File: src/rtl/pipe_pkg.sv
// Shared definitions for the two-entry skid pipeline register.
package pipe_pkg;

  // Occupancy-coded state: EMPTY holds nothing, ONE holds main, FULL holds main + skid
  typedef enum logic [1:0] {
    EMPTY = 2'd0,
    ONE   = 2'd1,
    FULL  = 2'd2
  } state_e;

  localparam logic [31:0] PC_RESET_DEFAULT = 32'h8000_0000;

  // Number of held entries for a given state
  function automatic logic [1:0] occ_of(input state_e s);
    logic [1:0] occ;
    case (s)
      EMPTY:   occ = 2'd0;
      ONE:     occ = 2'd1;
      FULL:    occ = 2'd2;
      default: occ = 2'd0;
    endcase
    return occ;
  endfunction

endpackage

File: src/rtl/pipe_skid_reg.sv
// Two-entry skid pipeline register between pipeline stages.
// The main register drives the outputs and the skid register catches the
// one extra entry that arrives while downstream stalls. Because in_ready is
// decoded from registered state only, there is no combinational path from
// out_ready back to in_ready.
module pipe_skid_reg
  import pipe_pkg::*;
#(
  parameter int unsigned       CTRL_W   = 8,
  parameter int unsigned       DATA_W   = 32,
  parameter int unsigned       PC_W     = 32,
  parameter logic [PC_W-1:0]   PC_RESET = PC_RESET_DEFAULT
) (
  input  logic              clk,
  input  logic              reset,
  input  logic              in_valid,
  output logic              in_ready,
  input  logic [CTRL_W-1:0] in_ctrl,
  input  logic [DATA_W-1:0] in_data,
  input  logic [PC_W-1:0]   in_pc,
  input  logic              flush,
  output logic              out_valid,
  input  logic              out_ready,
  output logic [CTRL_W-1:0] out_ctrl,
  output logic [DATA_W-1:0] out_data,
  output logic [PC_W-1:0]   out_pc,
  output logic [1:0]        occupancy
);

  state_e              state_q, state_d;
  logic [CTRL_W-1:0]   main_ctrl_q, main_ctrl_d;
  logic [DATA_W-1:0]   main_data_q, main_data_d;
  logic [PC_W-1:0]     main_pc_q, main_pc_d;
  logic [CTRL_W-1:0]   skid_ctrl_q, skid_ctrl_d;
  logic [DATA_W-1:0]   skid_data_q, skid_data_d;
  logic [PC_W-1:0]     skid_pc_q, skid_pc_d;

  logic accept;
  logic consume;

  assign in_ready  = (state_q != FULL);
  assign out_valid = (state_q != EMPTY);
  assign occupancy = occ_of(state_q);
  // A bubble must never carry side-effect control bits downstream
  assign out_ctrl  = out_valid ? main_ctrl_q : {CTRL_W{1'b0}};
  assign out_data  = main_data_q;
  assign out_pc    = main_pc_q;

  assign accept  = in_valid & in_ready;
  assign consume = out_valid & out_ready;

  // Next-state and register-load decisions; flush overrides accept and consume
  always_comb begin
    state_d     = state_q;
    main_ctrl_d = main_ctrl_q;
    main_data_d = main_data_q;
    main_pc_d   = main_pc_q;
    skid_ctrl_d = skid_ctrl_q;
    skid_data_d = skid_data_q;
    skid_pc_d   = skid_pc_q;
    if (flush) begin
      // Payload stays put; only the state forgets the entries
      state_d = EMPTY;
    end else begin
      case (state_q)
        EMPTY: begin
          if (accept) begin
            state_d     = ONE;
            main_ctrl_d = in_ctrl;
            main_data_d = in_data;
            main_pc_d   = in_pc;
          end else begin
            state_d = EMPTY;
          end
        end
        ONE: begin
          if (accept && consume) begin
            state_d     = ONE;
            main_ctrl_d = in_ctrl;
            main_data_d = in_data;
            main_pc_d   = in_pc;
          end else if (accept) begin
            state_d     = FULL;
            skid_ctrl_d = in_ctrl;
            skid_data_d = in_data;
            skid_pc_d   = in_pc;
          end else if (consume) begin
            state_d = EMPTY;
          end else begin
            state_d = ONE;
          end
        end
        FULL: begin
          if (consume) begin
            state_d     = ONE;
            main_ctrl_d = skid_ctrl_q;
            main_data_d = skid_data_q;
            main_pc_d   = skid_pc_q;
          end else begin
            state_d = FULL;
          end
        end
        default: begin
          state_d = EMPTY;
        end
      endcase
    end
  end

  // State and entry registers with synchronous reset (reset beats flush)
  always_ff @(posedge clk) begin
    if (reset) begin
      state_q     <= EMPTY;
      main_ctrl_q <= {CTRL_W{1'b0}};
      main_data_q <= {DATA_W{1'b0}};
      main_pc_q   <= PC_RESET;
      skid_ctrl_q <= {CTRL_W{1'b0}};
      skid_data_q <= {DATA_W{1'b0}};
      skid_pc_q   <= {PC_W{1'b0}};
    end else begin
      state_q     <= state_d;
      main_ctrl_q <= main_ctrl_d;
      main_data_q <= main_data_d;
      main_pc_q   <= main_pc_d;
      skid_ctrl_q <= skid_ctrl_d;
      skid_data_q <= skid_data_d;
      skid_pc_q   <= skid_pc_d;
    end
  end

endmodule

File: config.mk
export PLATFORM = sky130hd
export DESIGN_NAME = pipe_skid_reg
export DESIGN_NICKNAME = d
export VERILOG_FILES = /design/src/rtl/pipe_pkg.sv /design/src/rtl/pipe_skid_reg.sv
export SDC_FILE = /design/constraint.sdc
export NUM_CORES = 1
export LEC_CHECK = 0
export BUFFER_PORTS_ARGS = -buffer_cell sky130_fd_sc_hd__buf_2
export CAP_MARGIN = 0
export CORE_MARGIN = 1.5
export CORE_UTILIZATION = 30
export DETAILED_ROUTE_END_ITERATION = 12
export RECOVER_POWER = 50
export SETUP_SLACK_MARGIN = 0.02
export SYNTH_ARGS = -nofsm -noshare
export SYNTH_HDL_FRONTEND = slang
export SYNTH_SLANG_ARGS = --single-unit
File: constraint.sdc
create_clock -name clk -period 1.69 [get_ports clk]
set_input_delay 0.169 -clock clk [delete_from_list [all_inputs] [get_ports clk]]
set_output_delay 0.169 -clock clk [all_outputs]
set_load 0.005 [all_outputs]
==> impl_metrics.csv, run 1 <==
group,metric,value,unit
run_status,status,"finished, final reports clean",
drt,drt_wl_total,19580,um
clock_network,numCtsBuffers,17,
power,p_sw,0.001988,W
power,power_density,981.6,mW/mm^2
setup_path,crit_path_max_fanout,31,
die,die_area,0.02138,mm^2
timing,max_freq,637.0,MHz
setup_path,r2r-start,"state_q[1]",
timing,hold_violations,0,
drt,drtIter0Drc,372,
worst_hold_path,holdPathStages,3,
drt,drcViolationCount,0,
clock_network,clock_path_buffers,2,
final_layout,nets,1031,
flow_run,maxCapViolCount,0,
logic_synthesis,synth_warnings,0,
logic_synthesis,synth_seq_cells,146,
power,switching_share,23.17,%
clock_network,ctsHtreeMaxLevel,4,
die,die_h,146.2,um
timing,slew_headroom,70.42,%
clock_network,cts_setup_buffers,0,
final_layout,final_cell_count_no_fill,1238,
drt,viasPerCell,5.075,
timing,grt_setup_unrepaired,"false",
worst_hold_path,whs_endpoint,"skid_data_q[27]",
global_route,gr-usage-all-layers,18.26,%
clock_network,root_buffer,"clkbuf_16",
power,intPower,0.006594,W
worst_hold_path,hold_class,"in2reg",
placement,gp_congestion,0.7418,
global_route,grt_max_degree,54,
placement,io_buffers,152,
logic_synthesis,synth_cells,754,
setup_path,slowest_delay,0.40,ns
final_layout,seqCellArea,0.002925,mm^2
clock_network,cts.clk_slew.worst_paths,0.06,ns
clock_network,clk_latency,0.42,ns
setup_path,required,2.00,ns
die,dieWidth,146.2,um
global_route,overflow,0,
power,pwr-share-seq,42.0,%
timing,fin_crit_sh,92.89,%
timing,min_period,1.570,ns
global_route,first_global_vias,5961,
setup_path,crit_path_cell_trace,"and3b_1 -> a21oi_4 -> or2_2 -> buf_12 -> a31o_1",
setup_path,ff2ff_setup_slack,0.12,ns
drt,first_pass_iters,5,
timing,drv_slew,0,
drt,ant_nets,0,
setup_path,cp-start-kind,"flip-flop",
clock_network,cts_tree,"done",
setup_path,r2r_end,"out_data[3]",
global_route,antenna_found_initial,1,
die,start_util,30.51,%
timing,final-setup-viol-count,0,
placement,dpl.cell_count,1134,
global_route,grt_pass1_wl,31440,um
clock_network,numClockSinks,146,
setup_path,end_kind,"flip-flop",
timing,fin_skew,0.006719,ns
timing,tns,0,ns
timing,worstMarginPinSlew,0.4326,ns
power,combPwrFrac,9.8,%
power,p_clk_share,48.2,%
placement,place_hpwl,11500,um
setup_path,startpoint,"state_q[1]",
setup_path,worstSetupPathType,"reg2reg",
logic_synthesis,syn_area_per_cell,8.161,um^2
final_layout,area_growth,42.07,%
worst_hold_path,min_from,"in_data[27]",
power,vdd_drop_max,639.7,uV
logic_synthesis,ys_seq_area_share,47.50,%
die,ios,153,
drt,avgRoutedWirePerCell,15.81,um
setup_path,slowest_stage,"dfxtp_2",
power,p_leak,3.351,nW
final_layout,fillers,2017,
drt,num_vias,6283,
logic_synthesis,syn_area,0.006153,mm^2
final_layout,multiInputGateArea,0.002949,mm^2
setup_path,critPathArrivalTime,1.88,ns
logic_synthesis,syn-num-nets,831,
setup_path,worstRegToRegCells,5,
logic_synthesis,ys_types,24,
final_layout,drive_above_1_share,20.79,%
die,num_rows,52,
die,coreArea,0.02017,mm^2
cell usage in the layout (no fill, tap or decap), types with 2 or more instances in the layout:
cell and n:
clkbuf_16 17, a21oi_1 74, a2111oi_2 3, dfxtp_1 144, a31o_1 71, buf_4 18
dlygate4sd3_1 70, clkinv_2 2, nor2b_2 2, a2111oi_0 45, nand2_1 287, nor2_1 2
clkbuf_1 32, clkbuf_8 8, a2111oi_1 24, buf_2 120, dfxtp_2 2, bufinv_16 3
nor2b_1 8, buf_6 4, buf_12 13
final cells by class:
class                      instances  area share (%)
multi-input combinational        529           33.73
sequential                       146           33.46
timing repair buffer             257           21.30
clock buffer                      25           6.126
tap                              270           3.864
clock inverter                     7           1.331
inverter                           3          0.1574
antenna                            1         0.02862
Yosys cell counts:
cell type	n	area, um^2
nand2_1	287	1077
nor3_1	1	5.000
a21oi_2	1	8.760
mux2_1	1	11.26
o21a_1	1	7.510
nor2_1	2	7.510
nor3_2	1	10.01
o22a_1	1	8.760
nor4_1	1	6.260
buf_4	14	105.1
nand3b_1	1	7.510
or2_1	1	6.260
nor2b_1	10	62.56
dfxtp_1	146	2923
a2111oi_0	72	630.6
a21oi_1	74	370.4
inv_2	2	7.510
a31o_1	71	621.9
or3_1	1	6.260
buf_2	10	50.05
and3b_1	1	8.760
nand2b_1	2	12.51
inv_1	1	3.750
clkbuf_1	52	195.2
cell families after synthesis:
| logic type | synth area share (%) |
|---|---|
| and+or+nand+nor | 19.66 |
| AOI/OAI and AO/OA | 26.78 |
| DFF | 47.50 |
| buffers and inverters | 5.876 |
| muxes | 0.1830 |
power by group through the flow:
stage	clock network [W]	registers [W]	logic, W
floorplan	0	0.00368	0.000323
global placement	0	0.00368	0.000698
detailed placement	0	0.00368	0.000703
CTS	0.00423	0.00360	0.000833
global route	0.00438	0.00362	0.000917
finish	0.00414	0.00361	0.000838
through the flow:
| stage | hold WS, ns | utilization [%] | setup slack (ns) | total power [W] | area, um^2 |
|---|---|---|---|---|---|
| final | 0.02243 | 43.34 | 0.1201 | 0.008582 | 8742 |
| after CTS | 0.0005276 | 43.18 | 0.0003135 | 0.008671 | 8710 |
| after global routing | 0.02088 | 43.33 | 0.04268 | 0.008915 | 8740 |
| after floorplan | 0.2605 | - | 0.2080 | 0.004003 | 6153 |
| after global placement | 0.4210 | 36.41 | 0.03033 | 0.004377 | 7345 |
| after detailed placement | 0.4300 | 36.41 | 0.01611 | 0.004383 | 7345 |
per-layer routing:
metal	vias to the layer above	routed length (um)	track usage [%]
met3	13	1285	4.844
li1	3063	-	-
met4	0	173	5.000
met5	-	0	0
met1	2996	9246	24.97
met2	211	8872	28.36
worst max-delay path by stage:
stage / to / slack, ns
6_report: out_data[3] / 0.12
5_1_grt: out_pc[21] / 0.04
4_1_cts: occupancy[1] / 0.0003
3_5_place_dp: out_pc[8] / 0.02
3_3_place_gp: out_pc[8] / 0.03
2_1_floorplan: out_pc[29] / 0.21
repair_timing:
action	in CTS	in global routing
hold endpoints to repair	70	0
setup endpoints to repair	10	92
cloned	0	1
hold buffers	70	0
gates resized for setup	6	33
worst max-delay path: cells and delay by family (launching register included):
family	cells	cell delay, ns
simple gates	2	0.57
flops	1	0.40
buf+inv	1	0.19
compound gates	2	0.28
registers in the layout, summed over array words and instances (netlist names):
name         cells
skid_pc_q       32
skid_ctrl_q      8
main_ctrl_q      8
skid_data_q     32
out_data        32
out_pc          32
state_q          2
Power figures use the tool's default switching activity.
==> inputs of run 2 (changes only) <==
CAP_MARGIN = 40   (was 0)
clock period = 1.54 ns   (was 1.69 ns; I/O delays follow)
==> impl_metrics.csv, run 2 (synthesis gave the netlist of run 1 again) <==
group,metric,value,unit
run_status,status,"complete, but fails checks",
run_status,violations,"setup timing",
timing,hold_violations,0,
setup_path,worstRegToRegCells,5,
timing,worst_slack,-0.01334,ns
setup_path,r2r_end,"out_pc[14]",
drt,first_pass_iters,5,
timing,slew_headroom,71.09,%
drt,viasPerCell,5.122,
drt,ant_nets,0,
die,start_util,30.51,%
setup_path,required,1.85,ns
final_layout,seqCellArea,0.002928,mm^2
worst_hold_path,hold_class,"in2reg",
clock_network,clk_latency,0.42,ns
die,num_rows,52,
setup_path,critPathArrivalTime,1.86,ns
setup_path,slowest_stage,"dfxtp_4",
power,vdd_drop_max,727.1,uV
timing,min_period,1.553,ns
drt,avgRoutedWirePerCell,16.39,um
timing,fin_skew,0.008375,ns
global_route,first_global_vias,6045,
die,die_h,146.2,um
clock_network,numClockSinks,146,
final_layout,design_area,0.009545,mm^2
clock_network,clock_path_buffers,2,
placement,io_buffers,152,
power,power_density,1005,mW/mm^2
final_layout,fillers,1926,
global_route,antenna_found_initial,1,
clock_network,ctsHtreeMaxLevel,4,
timing,max_freq,643.8,MHz
global_route,gr-usage-all-layers,18.37,%
global_route,overflow,0,
timing,grt_setup_unrepaired,"true",
flow_run,maxCapViolCount,0,
die,die_area,0.02138,mm^2
setup_path,cp-start-kind,"flip-flop",
placement,placed_cell_area,0.007452,mm^2
placement,gp_congestion,0.7578,
drt,drtIter0Drc,336,
die,ios,153,
setup_path,worstSetupPathType,"reg2reg",
setup_path,ff2ff_setup_slack,-0.01,ns
die,dieWidth,146.2,um
timing,fin_crit_sh,100.9,%
die,coreArea,0.02017,mm^2
drt,num_vias,6459,
clock_network,numCtsBuffers,17,
global_route,grt_max_degree,48,
clock_network,cts_tree,"done",
setup_path,end_kind,"flip-flop",
drt,drcViolationCount,0,
final_layout,multiInputGateArea,0.003324,mm^2
drt,drt_wl_total,20670,um
setup_path,crit_path_cell_trace,"and3b_2 -> a21oi_4 -> or2_4 -> buf_12 -> a31o_1",
timing,final-setup-viol-count,48,
global_route,grt_pass1_wl,31350,um
worst_hold_path,min_from,"out_ready",
setup_path,r2r-start,"state_q[1]",
final_layout,final_common_cell,"nand2_1",
final_layout,nets,1055,
final_layout,final_cell_mix,"nand2_1, dfxtp_1, buf_2, dlygate4sd3_1, a31o_1",
clock_network,cts.clk_slew.worst_paths,0.06,ns
timing,drv_slew,0,
setup_path,slowest_delay,0.41,ns
worst_hold_path,holdPathStages,3,
timing,holdWs,0.1205,ns
final_layout,drive_above_1_share,29.19,%
worst_hold_path,whs_endpoint,"state_q[1]",
setup_path,crit_path_max_fanout,19,
power,p_leak,3.657,nW
final_layout,area_growth,55.12,%
placement,place_hpwl,11420,um
clock_network,root_buffer,"clkbuf_16",
timing,worstMarginPinSlew,0.4227,ns
==> run 2: cell types whose count changed in the layout (fill, tap and decap cells not counted), moves of 5 or more <==
| cell | change |
|---|---|
| a2111oi_0 | -27 |
| a2111oi_2 | +27 |
| clkbuf_1 | -15 |
| buf_2 | +14 |
| a21oi_1 | -12 |
| a21oi_2 | +12 |
| a2111oi_1 | -6 |
| a2111oi_4 | +6 |
| buf_12 | +6 |
| buf_6 | +6 |
| clkbuf_8 | -6 |
| nor2b_4 | +5 |
==> run 2: final cells by class <==
cell class | instances | share of cell area (%)
antenna | 1 | 0.02622
clock buffer | 21 | 4.824
clock inverter | 10 | 1.901
inverter | 3 | 0.1704
multi-input combinational | 529 | 34.83
sequential | 146 | 30.67
tap | 270 | 3.539
timing repair buffer | 281 | 24.04
==> run 2: timing repair <==
action,CTS,global route
pin swaps,13,9
hold endpoints to repair,72,0
gates resized for setup,36,111
hold buffers,72,0
gates cloned,3,6
endpoints found under the setup margin,155,146
setup buffers,0,8
==> run 2: report_power, final <==
group	total, W	internal, W	switching [W]
logic	0.00111	0.000536	0.000571
clock network	0.00453	0.00295	0.00158
registers	0.00396	0.00389	0.0000610
total	0.00959	0.00738	0.00221
==> run 2: critical path, delay by kind of cell, from the launching register on <==
family / cells / cell delay [ns]
and+or+nand+nor: 2 / 0.57
DFF: 1 / 0.41
AOI/OAI and AO/OA: 2 / 0.27
buffers and inverters: 1 / 0.19
==> run 2: per-layer routing <==
metal,GRT usage [%],vias to the layer above,wire [um]
li1,-,3115,-
met1,24.01,3141,9834
met2,30.38,191,9510
met3,4.688,12,1159
met4,4.343,0,166
met5,0,-,0
==> run 2: worst max path at each step <==
| stage | start | to | slack, ns | depth (start not counted) |
|---|---|---|---|---|
| 4_1_cts | state_q[0] | occupancy[1] | 0.007 | 4 |
| 3_5_place_dp | state_q[1] | out_data[5] | -0.16 | 6 |
| 5_1_grt | state_q[1] | out_pc[24] | -0.07 | 5 |
| 3_3_place_gp | state_q[1] | out_pc[8] | -0.11 | 6 |
| 6_report | state_q[1] | out_pc[14] | -0.01 | 5 |
| 2_1_floorplan | state_q[1] | out_pc[29] | 0.06 | 6 |
==> run 2: per-stage QoR <==
stage                     std cells  setup TNS, ns  total power, W  setup slack (ns)  utilization (%)
after floorplan                 754              0        0.004393           0.05799                -
after global placement         1140         -7.828        0.004808           -0.1145            36.95
after detailed placement       1140         -8.729        0.004814           -0.1586            36.95
after CTS                      1246              0        0.009569          0.006598            44.42
after global routing           1260         -4.390        0.009974          -0.06704            47.31
final                          1261        -0.2523        0.009591          -0.01334            47.33
